File: src/rtl/rom_boot_sequencer.sv
// Boot-time ROM download sequencer: buffers ioctl bytes, maps them to SDRAM
// pages/banks, issues writes on ce_ref slots and holds the CPU in reset until done.
module rom_boot_sequencer #(
  parameter int FIFO_DEPTH = 4,
  parameter int WAIT_LEVEL = 3
) (
  input  logic         clk_sys,
  input  logic         reset_n,
  input  logic         ce_ref,
  input  logic         ioctl_download,
  input  logic         ioctl_wr,
  input  logic [24:0]  ioctl_addr,
  input  logic [7:0]   ioctl_dout,
  input  logic [7:0]   ioctl_index,
  input  logic [7:0]   rom_slot_base,
  output logic         ioctl_wait,
  output logic         mem_we,
  output logic [22:0]  mem_addr,
  output logic [1:0]   mem_bank,
  output logic [7:0]   mem_din,
  output logic [255:0] rom_map,
  output logic         cpu_reset,
  output logic         load_done,
  output logic         overflow
);

  localparam int AW = (FIFO_DEPTH > 1) ? $clog2(FIFO_DEPTH) : 1;
  localparam int CW = AW + 1;
  localparam logic [CW-1:0] FULL_CNT = CW'(FIFO_DEPTH);
  localparam logic [CW-1:0] WAIT_CNT = CW'(WAIT_LEVEL);

  typedef struct packed {
    logic [22:0] addr;
    logic [7:0]  data;
    logic        dual;
  } entry_t;

  typedef enum logic [1:0] {IDLE, WR0, WR1, COMMIT} state_t;

  state_t         state_q, state_d;
  logic [AW-1:0]  wr_ptr_q, wr_ptr_d, rd_ptr_q, rd_ptr_d;
  logic [CW-1:0]  count_q, count_d;
  logic           wait_q, wait_d;
  logic           overflow_q, overflow_d;
  logic           mem_we_q, mem_we_d;
  logic [22:0]    mem_addr_q, mem_addr_d;
  logic [1:0]     mem_bank_q, mem_bank_d;
  logic [7:0]     mem_din_q, mem_din_d;
  logic           dual_q, dual_d;
  logic [255:0]   rom_map_q, rom_map_d;
  logic           dl_q, dl_d;
  logic           active_q, active_d;
  logic           pending_q, pending_d;
  logic           cpu_reset_q, cpu_reset_d;
  logic           load_done_q, load_done_d;

  entry_t         fifo_mem [FIFO_DEPTH];
  entry_t         in_entry, head;
  logic           idx_ok, map_ok, dual_in, push_req, push, pop, full;
  logic [8:0]     page;
  logic [7:0]     slot_page;

  // Ingress: filter the byte and compute its SDRAM page.
  assign slot_page = rom_slot_base + ioctl_addr[21:14];

  // NOTE: every always_comb output gets a default first so no latch is inferred.
  always_comb begin
    idx_ok = (ioctl_index[4:0] < 5'd4);
    map_ok = 1'b0;
    page   = 9'h000;
    if (ioctl_index == 8'd0) begin
      case (ioctl_addr[24:14])
        11'd0:   begin map_ok = 1'b1; page = 9'h000; end
        11'd1:   begin map_ok = 1'b1; page = 9'h100; end
        11'd2:   begin map_ok = 1'b1; page = 9'h107; end
        11'd3:   begin map_ok = 1'b1; page = 9'h0FF; end
        default: begin map_ok = 1'b0; page = 9'h000; end
      endcase
    end else begin
      map_ok = 1'b1;
      page   = {1'b1, slot_page};
    end
    dual_in  = (ioctl_index[7:6] == 2'd1) | (ioctl_index[5:0] != 6'd0);
    in_entry = '{addr: {page, ioctl_addr[13:0]}, data: ioctl_dout, dual: dual_in};
    push_req = ioctl_download & ioctl_wr & idx_ok & map_ok;
    full     = (count_q == FULL_CNT);
    push     = push_req & ~full;
  end

  // NOTE: FIFO storage carries no reset; the pointers and count alone define validity.
  always_ff @(posedge clk_sys) begin
    if (push) fifo_mem[wr_ptr_q] <= in_entry;
  end

  assign head = fifo_mem[rd_ptr_q];

  // Write sequencer: pop, write bank 0 (and bank 1 when dual), then commit.
  always_comb begin
    state_d    = state_q;
    mem_we_d   = mem_we_q;
    mem_addr_d = mem_addr_q;
    mem_bank_d = mem_bank_q;
    mem_din_d  = mem_din_q;
    dual_d     = dual_q;
    rom_map_d  = rom_map_q;
    pop        = 1'b0;
    case (state_q)
      IDLE: begin
        if (count_q != '0) begin
          pop        = 1'b1;
          mem_addr_d = head.addr;
          mem_din_d  = head.data;
          dual_d     = head.dual;
          mem_bank_d = 2'd0;
          mem_we_d   = 1'b1;
          state_d    = WR0;
        end
      end
      WR0: begin
        if (ce_ref) begin
          if (dual_q) begin
            mem_bank_d = 2'd1;
            state_d    = WR1;
          end else begin
            mem_we_d = 1'b0;
            state_d  = COMMIT;
          end
        end
      end
      WR1: begin
        if (ce_ref) begin
          mem_we_d = 1'b0;
          state_d  = COMMIT;
        end
      end
      COMMIT: begin
        if (mem_addr_q[22]) rom_map_d[mem_addr_q[21:14]] = 1'b1;
        state_d = IDLE;
      end
      default: state_d = IDLE;
    endcase
  end

  // FIFO bookkeeping, backpressure and download/reset control.
  always_comb begin
    wr_ptr_d   = push ? wr_ptr_q + 1'b1 : wr_ptr_q;
    rd_ptr_d   = pop  ? rd_ptr_q + 1'b1 : rd_ptr_q;
    count_d    = count_q;
    case ({push, pop})
      2'b10:   count_d = count_q + 1'b1;
      2'b01:   count_d = count_q - 1'b1;
      default: count_d = count_q;
    endcase
    wait_d      = (count_q >= WAIT_CNT);
    overflow_d  = overflow_q | (push_req & full);

    dl_d        = ioctl_download;
    active_d    = active_q;
    pending_d   = pending_q;
    cpu_reset_d = cpu_reset_q;
    load_done_d = 1'b0;
    if (ioctl_download && !dl_q && idx_ok) begin
      active_d    = 1'b1;
      pending_d   = 1'b0;
      cpu_reset_d = 1'b1;
    end else if (!ioctl_download && dl_q && active_q) begin
      active_d  = 1'b0;
      pending_d = 1'b1;
    end else if (pending_q && (count_q == '0) && (state_q == IDLE)) begin
      // Empty FIFO in IDLE means the last byte has passed COMMIT.
      pending_d   = 1'b0;
      cpu_reset_d = 1'b0;
      load_done_d = 1'b1;
    end
  end

  // NOTE: sequential state uses non-blocking assignments only.
  always_ff @(posedge clk_sys or negedge reset_n) begin
    if (!reset_n) begin
      state_q     <= IDLE;
      wr_ptr_q    <= '0;
      rd_ptr_q    <= '0;
      count_q     <= '0;
      wait_q      <= 1'b0;
      overflow_q  <= 1'b0;
      mem_we_q    <= 1'b0;
      mem_addr_q  <= '0;
      mem_bank_q  <= '0;
      mem_din_q   <= '0;
      dual_q      <= 1'b0;
      rom_map_q   <= '0;
      dl_q        <= 1'b0;
      active_q    <= 1'b0;
      pending_q   <= 1'b0;
      cpu_reset_q <= 1'b1;
      load_done_q <= 1'b0;
    end else begin
      state_q     <= state_d;
      wr_ptr_q    <= wr_ptr_d;
      rd_ptr_q    <= rd_ptr_d;
      count_q     <= count_d;
      wait_q      <= wait_d;
      overflow_q  <= overflow_d;
      mem_we_q    <= mem_we_d;
      mem_addr_q  <= mem_addr_d;
      mem_bank_q  <= mem_bank_d;
      mem_din_q   <= mem_din_d;
      dual_q      <= dual_d;
      rom_map_q   <= rom_map_d;
      dl_q        <= dl_d;
      active_q    <= active_d;
      pending_q   <= pending_d;
      cpu_reset_q <= cpu_reset_d;
      load_done_q <= load_done_d;
    end
  end

  assign ioctl_wait = wait_q;
  assign mem_we     = mem_we_q;
  assign mem_addr   = mem_addr_q;
  assign mem_bank   = mem_bank_q;
  assign mem_din    = mem_din_q;
  assign rom_map    = rom_map_q;
  assign cpu_reset  = cpu_reset_q;
  assign load_done  = load_done_q;
  assign overflow   = overflow_q;

endmodule

File: config.mk
export PLATFORM = sky130hd
export DESIGN_NAME = rom_boot_sequencer
export DESIGN_NICKNAME = d
export VERILOG_FILES = /design/src/rtl/rom_boot_sequencer.sv
export SDC_FILE = /design/constraint.sdc
export NUM_CORES = 1
export LEC_CHECK = 0
export CAP_MARGIN = 20
export CELL_PAD_IN_SITES_DETAIL_PLACEMENT = 1
export CELL_PAD_IN_SITES_GLOBAL_PLACEMENT = 2
export CORE_MARGIN = 8
export CORE_UTILIZATION = 47
export DETAILED_ROUTE_END_ITERATION = 8
export DONT_BUFFER_PORTS = 1
export MAX_ROUTING_LAYER = met4
export PLACE_DENSITY_LB_ADDON = 0.1
export SETUP_SLACK_MARGIN = 0.5
export SLEW_MARGIN = 40
export SYNTH_ARGS = -nofsm -noshare
export SYNTH_HDL_FRONTEND = slang
export SYNTH_SLANG_ARGS = --single-unit
File: constraint.sdc
create_clock -name clk_sys -period 4.5 [get_ports clk_sys]
set_input_delay 0.9 -clock clk_sys [delete_from_list [all_inputs] [get_ports clk_sys]]
set_output_delay 0.9 -clock clk_sys [all_outputs]
set_load 0.01 [all_outputs]
==> metrics.md, run 1 <==
| Metric | Value |
|---|---|
| Clock latency on the worst-skew pair | `about 530 ps` |
| TNS Setup | `0 ps` |
| Outcome | `finished clean` |
| Die area | `0.0404 mm²` |
| Clk pin slew, worst setup/hold paths | `60 ps` |
| Clock buffer depth | `3` |
| Critical path class | `in2reg` |
| Synth cell types | `48` |
| Setup violators final | `0` |
| Rows | `67` |
| Worst EP arrival | `between 3000 and 4000 ps` |
| Avg Inst Size Synth | `16.0 µm²` |
| P per Cell Area | `599 mW/mm²` |
| Internal power | `7.75 mW` |
| Switching power | `approximately 3.2 mW` |
| Post_cts resized | `0` |
| Synth top area share | `0.475` |
| Crit end category | `register` |
| Clk pwr share | `0.358` |
| First-pass DRT Iterations | `4` |
| WHS | `between 60 and 70 ps` |
| Gr ovfl total | `0` |
| Final Core Density | `0.542` |
| Ports | `348` |
| CP required | `4950 ps` |
| Number of global-route vias before repair | `9186` |
| Skew final | `12.7 ps` |
| Leading area contributor after synthesis | `dfrtp_1` |
| H-tree depth | `2` |
| Post-Synthesis Cells | `1002` |
| YS warnings | `0` |
| Setup bufs post-CTS | `0` |
| Most used DFF post-synth | `dfrtp_1` |
| Synth Register Bits | `434` |
| Sequential Power Share | `0.482` |
| PnR Total Power | `~11 mW` |
| Pin count of the biggest net entering global routing | `307` |
| Post-route clock period utilization | `0.606` |
| Total GRT Usage | `0.214` |
| Worst VDD drop | `0.409 mV` |
| # hold bufs at CTS | `0` |
| Leak | `9.88 nW` |
| Worst R2R Setup Slack | `2240 ps` |
| ANT nets after route | `0` |
| Synth area leaders | `dfrtp_1, edfxtp_1, a21o_1, mux4_2, mux2_2` |
| Sw frac | `0.291` |
| DRT iter0 DRCs | `405` |
| Part of the power in combinational logic | `0.159` |
| Max Cap Viol | `0` |
| Setup repair after global routing missed its margin | `false` |
| Synth Cell Area | `0.0161 mm²` |
| # diodes | `0` |
| Vias per std cell | `5.75` |
| Reg2Reg Depth | `10` |
| Metal3 WL | `3.82 mm` |
| Fmax | `366 MHz` |
| Syn Nets | `1075` |
| DR WL/cell | `around 28 µm` |
| Final GP Congestion | `0.771` |
| CTS Root Cell | `clkbuf_16` |
| Hold WC Path Type | `in2async` |
| Most numerous cell in the Yosys netlist | `dfrtp_1` |
| Post-layout min period | `2730 ps` |
| Worst slew margin | `0.374` |
| Initial antenna violation count | `0` |
| Nets | `1096` |
| Worst Max-Slew Pin Slew | `938 ps` |
| Area grow syn2layout | `13.4%` |
| RR Startpoint | `state_q[0]$_DFFE_PN0P_` |
| Die X | `201 µm` |
| Initial Util | `0.478` |
| RR Endpoint | `count_q[2]$_DFFE_PN0P_` |
| WL met1 | `16.5 mm` |
| Number of flops mapped to enable cells by yosys | `128` |
| Post-DP HPWL | `29.4 mm` |
| CTS tree | `yes` |
| # DRC | `0` |
| CP max FO | `9` |
| Metal2 WL | `~21 mm` |
| Post-synthesis sequential area ratio | `0.716` |
| I/O Buffers | `0` |
| Die H | `201 µm` |
| CP Launch Type | `input pin` |
| First-pass GRT wire length | `64.6 mm` |
| Post-synth top cells | `dfrtp_1, a21o_1, edfxtp_1` |
| Fin. max-slew vios | `0` |
| Cts bufs inserted | `46` |
| Clock sinks | `434` |
| Share of layout cells above drive strength 1 | `0.185` |
| Top Metal Used | `met4` |
| Via Count | `8671` |
| Final count of hold timing violations | `0` |
| Detailed Route WL | `42.4 mm` |
| Synth async-reset ratio | `0.705` |
| Core Footprint | `0.0336 mm²` |
[cell families (layout without fill, tap and decap cells)]
kind of cell               after synthesis  after routing  share of synthesized area
muxes                                   67             67                     0.0695
other                                    1              1                   0.000233
xor gates and xnor gates                12             12                    0.00654
DFF                                    434            434                      0.716
and+or+nand+nor                        105            105                     0.0380
AOI/OAI and AO/OA                      293            293                      0.134
adders and majority gates               19             19                     0.0157
buffers and inverters                   71            128                     0.0207
[how the worst max path moves through the flow]
| stage | startpoint | endpoint | cells after the start |
|---|---|---|---|
| 2_1_floorplan | ioctl_index[3] | count_q[2]$_DFFE_PN0P_ | 13 |
| 3_3_place_gp | ioctl_index[3] | count_q[2]$_DFFE_PN0P_ | 11 |
| 3_5_place_dp | ioctl_index[3] | count_q[2]$_DFFE_PN0P_ | 11 |
| 4_1_cts | ioctl_index[3] | count_q[2]$_DFFE_PN0P_ | 11 |
| 5_1_grt | ioctl_index[3] | count_q[2]$_DFFE_PN0P_ | 11 |
| 6_report | ioctl_index[3] | count_q[2]$_DFFE_PN0P_ | 11 |
[layout by cell type (no fill, tap or decap), drive strengths merged, types with 5 or more instances in the layout]
cell and n:
a21o 255, a21oi 7, and2 5, and3 5
buf 28, bufinv 6, clkbuf 64, clkinv 11
dfrtp 305, edfxtp 128, ha 17, inv 16
mux2 34, mux4 32, nand2 16, nand2b 11
nand3 7, nor2 31, nor3 18, nor4 5
o21ai 14, o31ai 5, xnor2 9
[layer usage]
metal | vias to the layer above | GRT usage
met3 | 61 | 0.0754
met2 | 291 | 0.347
met5 | - | -
met4 | 0 | 0.0570
met1 | 4612 | 0.252
li1 | 3707 | -
[power by group through the flow]
stage               Clock (mW)  Combinational, mW  Sequential (mW)
finish                    3.91               1.74             5.27
global route              4.14               1.93             5.35
CTS                       4.00               1.78             5.30
detailed placement           0               1.77             5.37
global placement             0               1.72             5.36
floorplan                    0               1.46             4.98
[sequential cells by signal, indices dropped and copies added (netlist names)]
| signal | count |
|---|---|
| active_q | 1 |
| count_q | 3 |
| cpu_reset | 1 |
| dl_q | 1 |
| dual_q | 1 |
| fifo_mem | 128 |
| ioctl_wait | 1 |
| load_done | 1 |
| mem_addr | 23 |
| mem_bank | 1 |
| mem_din | 8 |
| mem_we | 1 |
| overflow | 1 |
| pending_q | 1 |
| rd_ptr_q | 2 |
| rom_map | 256 |
| state_q | 2 |
| wr_ptr_q | 2 |
[stage by stage]
step / setup WS, ps / cells / area (µm²)
3_5_place_dp: 1200 / 1423 / 16600
2_1_floorplan: 1660 / 1002 / 16100
6_report: 1770 / 1507 / 18200
3_3_place_gp: 1290 / 1420 / 16600
4_1_cts: 1740 / 1507 / 18200
5_1_grt: 1650 / 1507 / 18200
[worst max-delay path: stages]
cell     delay (ps)
nor3_4          310
and3_1          360
nand2_1         160
and3_1          300
inv_1            90
ha_1            180
inv_1            70
fa_1            370
xor2_1          150
nor2_1          120
xor2_1          150
[final cells by class]
type | instances | area, µm²
Sequential cell | 434 | 11500
Clock buffer | 64 | 1330
Tap cell | 448 | 561
Inverter | 16 | 60.1
Fill cell | 3158 | 15400
Timing Repair Buffer | 28 | 210
Multi-Input combinational cell | 497 | 4300
Clock inverter | 20 | 265
Power figures use the tool's default switching activity.
==> inputs of run 2 (changes only) <==
--- a/config.mk
+++ b/config.mk
@@ -5,11 +5,12 @@
 export SDC_FILE = /design/constraint.sdc
 export NUM_CORES = 1
 export LEC_CHECK = 0
+export ABC_AREA = 1
 export CAP_MARGIN = 20
 export CELL_PAD_IN_SITES_DETAIL_PLACEMENT = 1
 export CELL_PAD_IN_SITES_GLOBAL_PLACEMENT = 2
 export CORE_MARGIN = 8
-export CORE_UTILIZATION = 47
+export CORE_UTILIZATION = 38
 export DETAILED_ROUTE_END_ITERATION = 8
 export DONT_BUFFER_PORTS = 1
 export MAX_ROUTING_LAYER = met4
==> constraint.sdc (replaced) <==
create_clock -name clk_sys -period 2.2 [get_ports clk_sys]
set_input_delay 0.44 -clock clk_sys [delete_from_list [all_inputs] [get_ports clk_sys]]
set_output_delay 0.44 -clock clk_sys [all_outputs]
set_load 0.01 [all_outputs]
==> metrics.md, run 2 <==
| Metric | Value |
|---|---|
| Setup violators final | `0 (unchanged)` |
| Max incr delay on CP | `410 ps (+40 ps)` |
| CP Launch Type | `register` |
| # DRC | `0 (unchanged)` |
| Worst R2R Setup Slack | `370 ps (-1870 ps)` |
| Clk pin slew, worst setup/hold paths | `60 ps (about the same)` |
| Final count of hold timing violations | `306 (+306)` |
| Most frequent cells in the layout | `dfrtp_1, o21bai_1, nor2_1` |
| Clock latency on the worst-skew pair | `570 ps (+40 ps)` |
| YS warnings | `0 (unchanged)` |
| Share of layout cells above drive strength 1 | `0.164 (-0.0212)` |
| Final GP Congestion | `0.764 (-0.92%)` |
| TNS Setup | `0 ps (unchanged)` |
| CP max FO | `3 (-6)` |
| PnR Total Power | `25.1 mW (+130%)` |
| DRT iter0 DRCs | `564 (+39%)` |
| Ports | `348 (unchanged)` |
| CTS tree | `yes` |
| Post-synthesis compound-gate area fraction | `0.164 (+0.0302)` |
| Clock sinks | `434 (unchanged)` |
| Pin count of the biggest net entering global routing | `307 (unchanged)` |
| Synth async-reset ratio | `0.705 (unchanged)` |
| Avg Inst Size Synth | `12.8 µm² (-20%)` |
| Worst EP arrival | `2260 ps (-920 ps)` |
| Failing checks | `hold timing` |
| Leak | `8.33 nW (-16%)` |
| Total GRT Usage | `0.202 (-0.0123)` |
| Synth Cell Area | `0.0161 mm² (+0.33%)` |
| H-tree depth | `2 (unchanged)` |
| ANT nets after route | `0 (unchanged)` |
| Placed Cells | `1789 (+26%)` |
| Worst Max-Slew Pin Slew | `538 ps (-401 ps)` |
| Most common cell after layout, fill and taps aside | `dfrtp_1` |
| Rows | `75 (+12%)` |
| Outcome | `finished with violations` |
| Gr ovfl total | `0 (unchanged)` |
| Syn Nets | `1333 (+24%)` |
| CP bufs+invs | `3 (+1)` |
| Leading area contributor after synthesis | `dfrtp_1` |
| Area grow syn2layout | `22.0%` |
| Setup repair after global routing missed its margin | `true` |
| Critical path endpoint | `count_q[2]$_DFFE_PN0P_` |
| Top Family by Delay on Critical Path | `adder cells` |
| Crit path cell chain | `inv_2, ha_4, nand2_4, inv_4, ha_4, inv_4, fa_2, a21oi_2, o21ai_1, xor2_1` |
| First-pass GRT wire length | `73.5 mm (+14%)` |
| CTS Root Cell | `clkbuf_16` |
| # diodes | `0 (unchanged)` |
| Initial Util | `0.384 (-0.0937)` |
| Fmax | `~550 MHz` |
| Cts bufs inserted | `47 (+2.2%)` |
| Most numerous cell in the Yosys netlist | `dfrtp_1` |
| I/O Buffers | `0 (unchanged)` |
| Synth area leaders | `dfrtp_1, edfxtp_1, o21bai_1, nor2_1, o21ai_0` |
| Post-Place Setup Slack | `211 ps (-987 ps)` |
| Mux cell area share after synthesis | `0 (-0.0695)` |
| Number of flops mapped to enable cells by yosys | `128 (unchanged)` |
| Simple-gate share of the synthesized area | `0.0721 (+0.0341)` |
| Design Area, Final | `0.0197 mm² (+7.9%)` |
| Area after DPL | `0.0171 mm² (+2.8%)` |
| CP required | `2640 ps (-2310 ps)` |
| Synth cell types | `34 (-29%)` |
| WHS | `-425 ps (-487 ps)` |
| Number of global-route vias before repair | `10500 (+15%)` |
| Vias per std cell | `5.28 (-8.3%)` |
| Hold WC Path Type | `in2async` |
| Skew final | `21.6 ps (+8.96 ps)` |
| DR WL/cell | `26.1 µm (-7.1%)` |
| Worst setup margin | `372 ps (-1400 ps)` |
| Detailed Route WL | `50.3 mm (+19%)` |
| Fin. max-slew vios | `0 (unchanged)` |
| Final Instance Count excl. Fillers | `1924 (+28%)` |
| Most used DFF post-synth | `dfrtp_1` |
| Synth top area share | `0.473 (-0.00158)` |
| Clock buffer depth | `3 (unchanged)` |
| Via Count | `10200 (+17%)` |
| Die area | `0.0493 mm² (+22%)` |
| Post-synth top cells | `dfrtp_1, o21bai_1, nor2_1` |
| # hold bufs at CTS | `23 (+23)` |
| RR Endpoint | `count_q[2]$_DFFE_PN0P_` |
| Slowest CP cell | `dfrtp_1` |
| Post-route clock period utilization | `0.831` |
| Worst VDD drop | `0.620 mV (+51%)` |
| Synth Register Bits | `434 (unchanged)` |
| Die H | `222 µm (+10%)` |
| Worst slew margin | `0.641 (+0.267)` |
| CP startpoint | `state_q[1]$_DFFE_PN0P_` |
| Nets | `1421 (+30%)` |
| Post-synthesis sequential area ratio | `0.713 (-0.00239)` |
| Max reg flops | `256 (unchanged)` |
| CP Depth | `10 (-1)` |
| RR Startpoint | `state_q[1]$_DFFE_PN0P_` |
| Critical path class | `reg2reg` |
| Crit end category | `register` |
| Post-DP HPWL | `33.4 mm (+14%)` |
| P per Cell Area | `1280 mW/mm² (+110%)` |
| Xor and xnor area share after synthesis | `0.00326 (-0.00328)` |
| Post-Synthesis Cells | `1260 (+26%)` |
| Core Footprint | `0.0419 mm² (+25%)` |
| Reg2Reg Depth | `10 (unchanged)` |
| Initial antenna violation count | `0 (unchanged)` |
| Max Cap Viol | `0 (unchanged)` |
| Post-layout min period | `1830 ps` |
| Die X | `222 µm (+10%)` |
| First-pass DRT Iterations | `4 (unchanged)` |
| Largest family of logic cells by synthesized area | `compound AO/OA/AOI/OAI gates` |
| Adder-Cell Fraction of Synth Area | `0.0157 (-0.0000525)` |
==> run 2: cell count changes after synthesis, sizes merged, moves of 10 or more <==
| cell | delta |
|---|---|
| a21o | -255 |
| a31oi | +21 |
| clkbuf | +11 |
| inv | +46 |
| mux2 | -34 |
| mux4 | -32 |
| nand2 | +70 |
| nand2b | -11 |
| nand3 | +11 |
| nor2 | +142 |
| nor3 | -14 |
| o21ai | +72 |
| o21bai | +254 |
| o22ai | +10 |
==> run 2: power breakdown <==
part,total (mW),switching [mW],leakage [nW],internal (mW)
sequential,11.5,1.85,5.29,9.66
combinational,5.58,3.44,2.26,2.14
clock,8.02,3.22,0.783,4.80
total,25.1,8.51,8.33,16.6
==> run 2: worst register-to-register path, cell delays in order, from the launching register on <==
cell	delay, ps
dfrtp_1	410
inv_2	110
ha_4	160
nand2_4	60
inv_4	60
ha_4	130
inv_4	40
fa_2	350
a21oi_2	150
o21ai_1	90
xor2_1	150
==> run 2: area by class of cell <==
cell class                 count  area, µm²
clock inverter                22        262
timing repair buffer          98       1140
multi-input combinational    705       4520
clock buffer                  64       1320
tap                          539        674
sequential                   434      11500
inverter                      62        241
fill                        4253      22300
==> run 2: how the worst min path moves through the flow <==
stage,cells past startpoint,end,start
2_1_floorplan,0,active_q$_DFFE_PN0P_,reset_n
3_3_place_gp,0,rom_map[20]$_DFFE_PN0P_,reset_n
3_5_place_dp,0,rom_map[35]$_DFFE_PN0P_,reset_n
4_1_cts,0,rom_map[165]$_DFFE_PN0P_,reset_n
5_1_grt,0,rom_map[4]$_DFFE_PN0P_,reset_n
6_report,0,rom_map[100]$_DFFE_PN0P_,reset_n
==> run 2: logic make-up (layout without fill, tap and decap cells) <==
kind of cell               Yosys count  after routing
buffers and inverters              121            246
AOI/OAI and AO/OA                  388            388
other                                1              1
and+or+nand+nor                    291            291
DFF                                434            434
adders and majority gates           19             19
xor gates and xnor gates             6              6
==> run 2: timing repair <==
item | in CTS | in global routing
cloned | 0 | 8
resized for setup | 19 | 96
pin swaps | 0 | 17
setup buffers | 6 | 12
endpoints found under the setup margin | 118 | 273
endpoints found under the hold margin | 395 | 306
==> run 2: stage by stage <==
stage | hold slack, ps | util
after global routing | -465 | 0.469
after floorplan | 144 | -
after detailed placement | 153 | 0.407
final | -425 | 0.469
after global placement | 153 | 0.407
after CTS | -469 | 0.453
==> run 2: routing by layer <==
| layer | wire [µm] | up-vias | GRT usage |
|---|---|---|---|
| li1 | - | 4561 | - |
| met1 | 19800 | 5278 | 0.231 |
| met2 | 25900 | 249 | 0.342 |
| met3 | 3320 | 69 | 0.0604 |
| met4 | 1220 | 0 | 0.0571 |
| met5 | 0 | - | - |
==> inputs of run 3 (changes only) <==
==> constraint.sdc (replaced) <==
create_clock -name clk_sys -period 1.63 [get_ports clk_sys]
set_input_delay 0.326 -clock clk_sys [delete_from_list [all_inputs] [get_ports clk_sys]]
set_output_delay 0.326 -clock clk_sys [all_outputs]
set_load 0.01 [all_outputs]
==> metrics.md, run 3 (synthesized netlist as in run 2, its figures left out) <==
| Metric | Value |
|---|---|
| Clk pin slew, worst setup/hold paths | `60 ps (about the same)` |
| Setup violators final | `123 (+123)` |
| Critical path class | `reg2reg` |
| Core Footprint | `0.0419 mm² (unchanged)` |
| Cts bufs inserted | `48 (+2.1%)` |
| Die area | `0.0493 mm² (unchanged)` |
| Leak | `9.07 nW (+8.9%)` |
| Number of global-route vias before repair | `11300 (+7.0%)` |
| Skew final | `20.6 ps (-1.02 ps)` |
| Hold WC Path Type | `in2async` |
| P per Cell Area | `1760 mW/mm² (+38%)` |
| CP most frequent cell | `buf_6` |
| Clock sinks | `434 (unchanged)` |
| Worst slew margin | `0.513 (-0.128)` |
| First-pass DRT Iterations | `4 (unchanged)` |
| Via Count | `10700 (+5.7%)` |
| Vias per std cell | `5.29 (+0.17%)` |
| CP Depth | `10 (unchanged)` |
| Final GP Congestion | `0.757 (-0.85%)` |
| Max reg flops | `256 (unchanged)` |
| Outcome | `finished with violations` |
| WHS | `-562 ps (-137 ps)` |
| Setup repair after global routing missed its margin | `true` |
| DR WL/cell | `27.7 µm (+6.2%)` |
| H-tree depth | `2 (unchanged)` |
| PnR Total Power | `39.0 mW (+55%)` |
| # hold bufs at CTS | `24 (+4.3%)` |
| Post-DP HPWL | `33.9 mm (+1.4%)` |
| Worst setup margin | `-121 ps (-493 ps)` |
| CP max FO | `16 (+13)` |
| TNS Setup | `-5430 ps (-5430 ps)` |
| CP required | `2140 ps (-500 ps)` |
| Die X | `222 µm (unchanged)` |
| Crit end category | `register` |
| Most frequent cells in the layout | `o21bai_1, dfrtp_1, edfxtp_1` |
| ANT nets after route | `0 (unchanged)` |
| Fin. max-slew vios | `0 (unchanged)` |
| Detailed Route WL | `56.3 mm (+12%)` |
| Storage element area | `0.0116 mm² (+0.61%)` |
| Failing checks | `hold timing, setup timing` |
| Clock buffer depth | `3 (unchanged)` |
| Die H | `222 µm (unchanged)` |
| DRT iter0 DRCs | `580 (+2.8%)` |
| First-pass GRT wire length | `80.7 mm (+9.7%)` |
| Final count of hold timing violations | `305 (-0.33%)` |
| Fmax | `571 MHz (+4.4%)` |
| CTS Root Cell | `clkbuf_16` |
| # DRC | `0 (unchanged)` |
| Fill cells | `4140 (-2.7%)` |
| Total GRT Usage | `0.224 (+0.0219)` |
| Worst VDD drop | `1.06 mV (+71%)` |
| Initial antenna violation count | `0 (unchanged)` |
| Most common cell after layout, fill and taps aside | `o21bai_1` |
| Clock latency on the worst-skew pair | `580 ps (about the same)` |
| Slowest CP cell | `dfrtp_1` |
| Post-route clock period utilization | `1.07 (+0.243)` |
| CP Launch Type | `register` |
| Area grow syn2layout | `36.9%` |
| Post-layout min period | `1750 ps (-77.0 ps)` |
| CTS tree | `yes` |
| Reg2Reg Depth | `10 (unchanged)` |
| Pin count of the biggest net entering global routing | `307 (unchanged)` |
| I/O Buffers | `0 (unchanged)` |
| Initial Util | `0.384 (unchanged)` |
| # diodes | `0 (unchanged)` |
| Worst EP arrival | `2260 ps (about the same)` |
| Worst Max-Slew Pin Slew | `731 ps (+193 ps)` |
| Top Family by Delay on Critical Path | `buffers and inverters` |
| Max Cap Viol | `0 (unchanged)` |
| Share of layout cells above drive strength 1 | `0.319 (+0.155)` |
| CP bufs+invs | `5 (+2)` |
| Multi-input gate area | `0.00539 mm² (+19%)` |
| Rows | `75 (unchanged)` |
| Crit path cell chain | `buf_6, buf_6, ha_4, nand2_8, buf_6, nor3_4, buf_4, nand2_4, buf_12, o21bai_4` |
| Ports | `348 (unchanged)` |
| Gr ovfl total | `0 (unchanged)` |
| Nets | `1529 (+7.6%)` |
| Max incr delay on CP | `380 ps (-30 ps)` |
run 3: changes by cell type in the layout (fill, tap and decap cells not counted), sizes merged:
cell and change:
bufinv -3, nand2 +7, dlygate4sd3 +1, clkinv -3
buf +96, inv +2, clkbuf +9, clkinvlp -2
run 3: layout make-up:
class,instances,area share
multi-input cells,712,0.244
inverters,62,0.0127
clock buffers,70,0.0609
clock inverters,16,0.00703
well taps,539,0.0305
repair buffers,198,0.120
flip-flops and latches,434,0.524
run 3: worst register-to-register path: cells and delay by family (launching register included):
| kind | cells | cell delay [ps] |
|---|---|---|
| and+or+nand+nor | 3 | 360 |
| adders and majority gates | 1 | 140 |
| buffers and inverters | 5 | 640 |
| AOI/OAI and AO/OA | 1 | 160 |
| DFF | 1 | 380 |
run 3: metrics by stage:
stage,instances,setup WS [ps],instance area [µm²],util,hold slack [ps]
global placement,1826,-168,17800,0.424,39.3
global route,2031,-216,22100,0.526,-595
floorplan,1260,-300,16500,-,30.4
CTS,1998,-71.1,21200,0.505,-595
finish,2031,-121,22100,0.526,-562
detailed placement,1826,-182,17800,0.424,39.3
run 3: final timing paths:
path / startpoint / endpoint / slack, ps
max in group asynchronous: reset_n / mem_addr[22]$_DFFE_PN0P_ / 1510
worst min register to register: wr_ptr_q[1]$_DFFE_PN0P_ / wr_ptr_q[1]$_DFFE_PN0P_ / 540
min in group clk_sys: ioctl_download / active_q$_DFFE_PN0P_ / 50
worst max-delay path: state_q[0]$_DFFE_PN0P_ / rom_map[192]$_DFFE_PN0P_ / -120
worst max register to register: state_q[0]$_DFFE_PN0P_ / rom_map[192]$_DFFE_PN0P_ / -120
worst min-delay path: reset_n / rom_map[21]$_DFFE_PN0P_ / -560
run 3: timing repair:
item                                    CTS  global route
endpoints found under the setup margin  723           727
resized for setup                       223           127
setup buffers                            45            20
pin swaps                                75            50
endpoints found under the hold margin   397           306
cloned                                   17            13
run 3: routing by layer:
layer  vias up  global-route usage  wire length, µm
li1       4800                   -                -
met1      5625               0.254            22000
met2       255               0.390            29900
met3        60              0.0615             3490
met4         0              0.0539              932
met5         -                   -                0
run 3: power by group:
group | internal (mW) | leakage [nW] | switching, mW | total [mW]
logic | 5.88 | 3.12 | 6.99 | 12.9
registers | 13.1 | 5.21 | 2.53 | 15.6
clock network | 6.06 | 0.737 | 4.39 | 10.4
total | 25.1 | 9.07 | 13.9 | 39.0
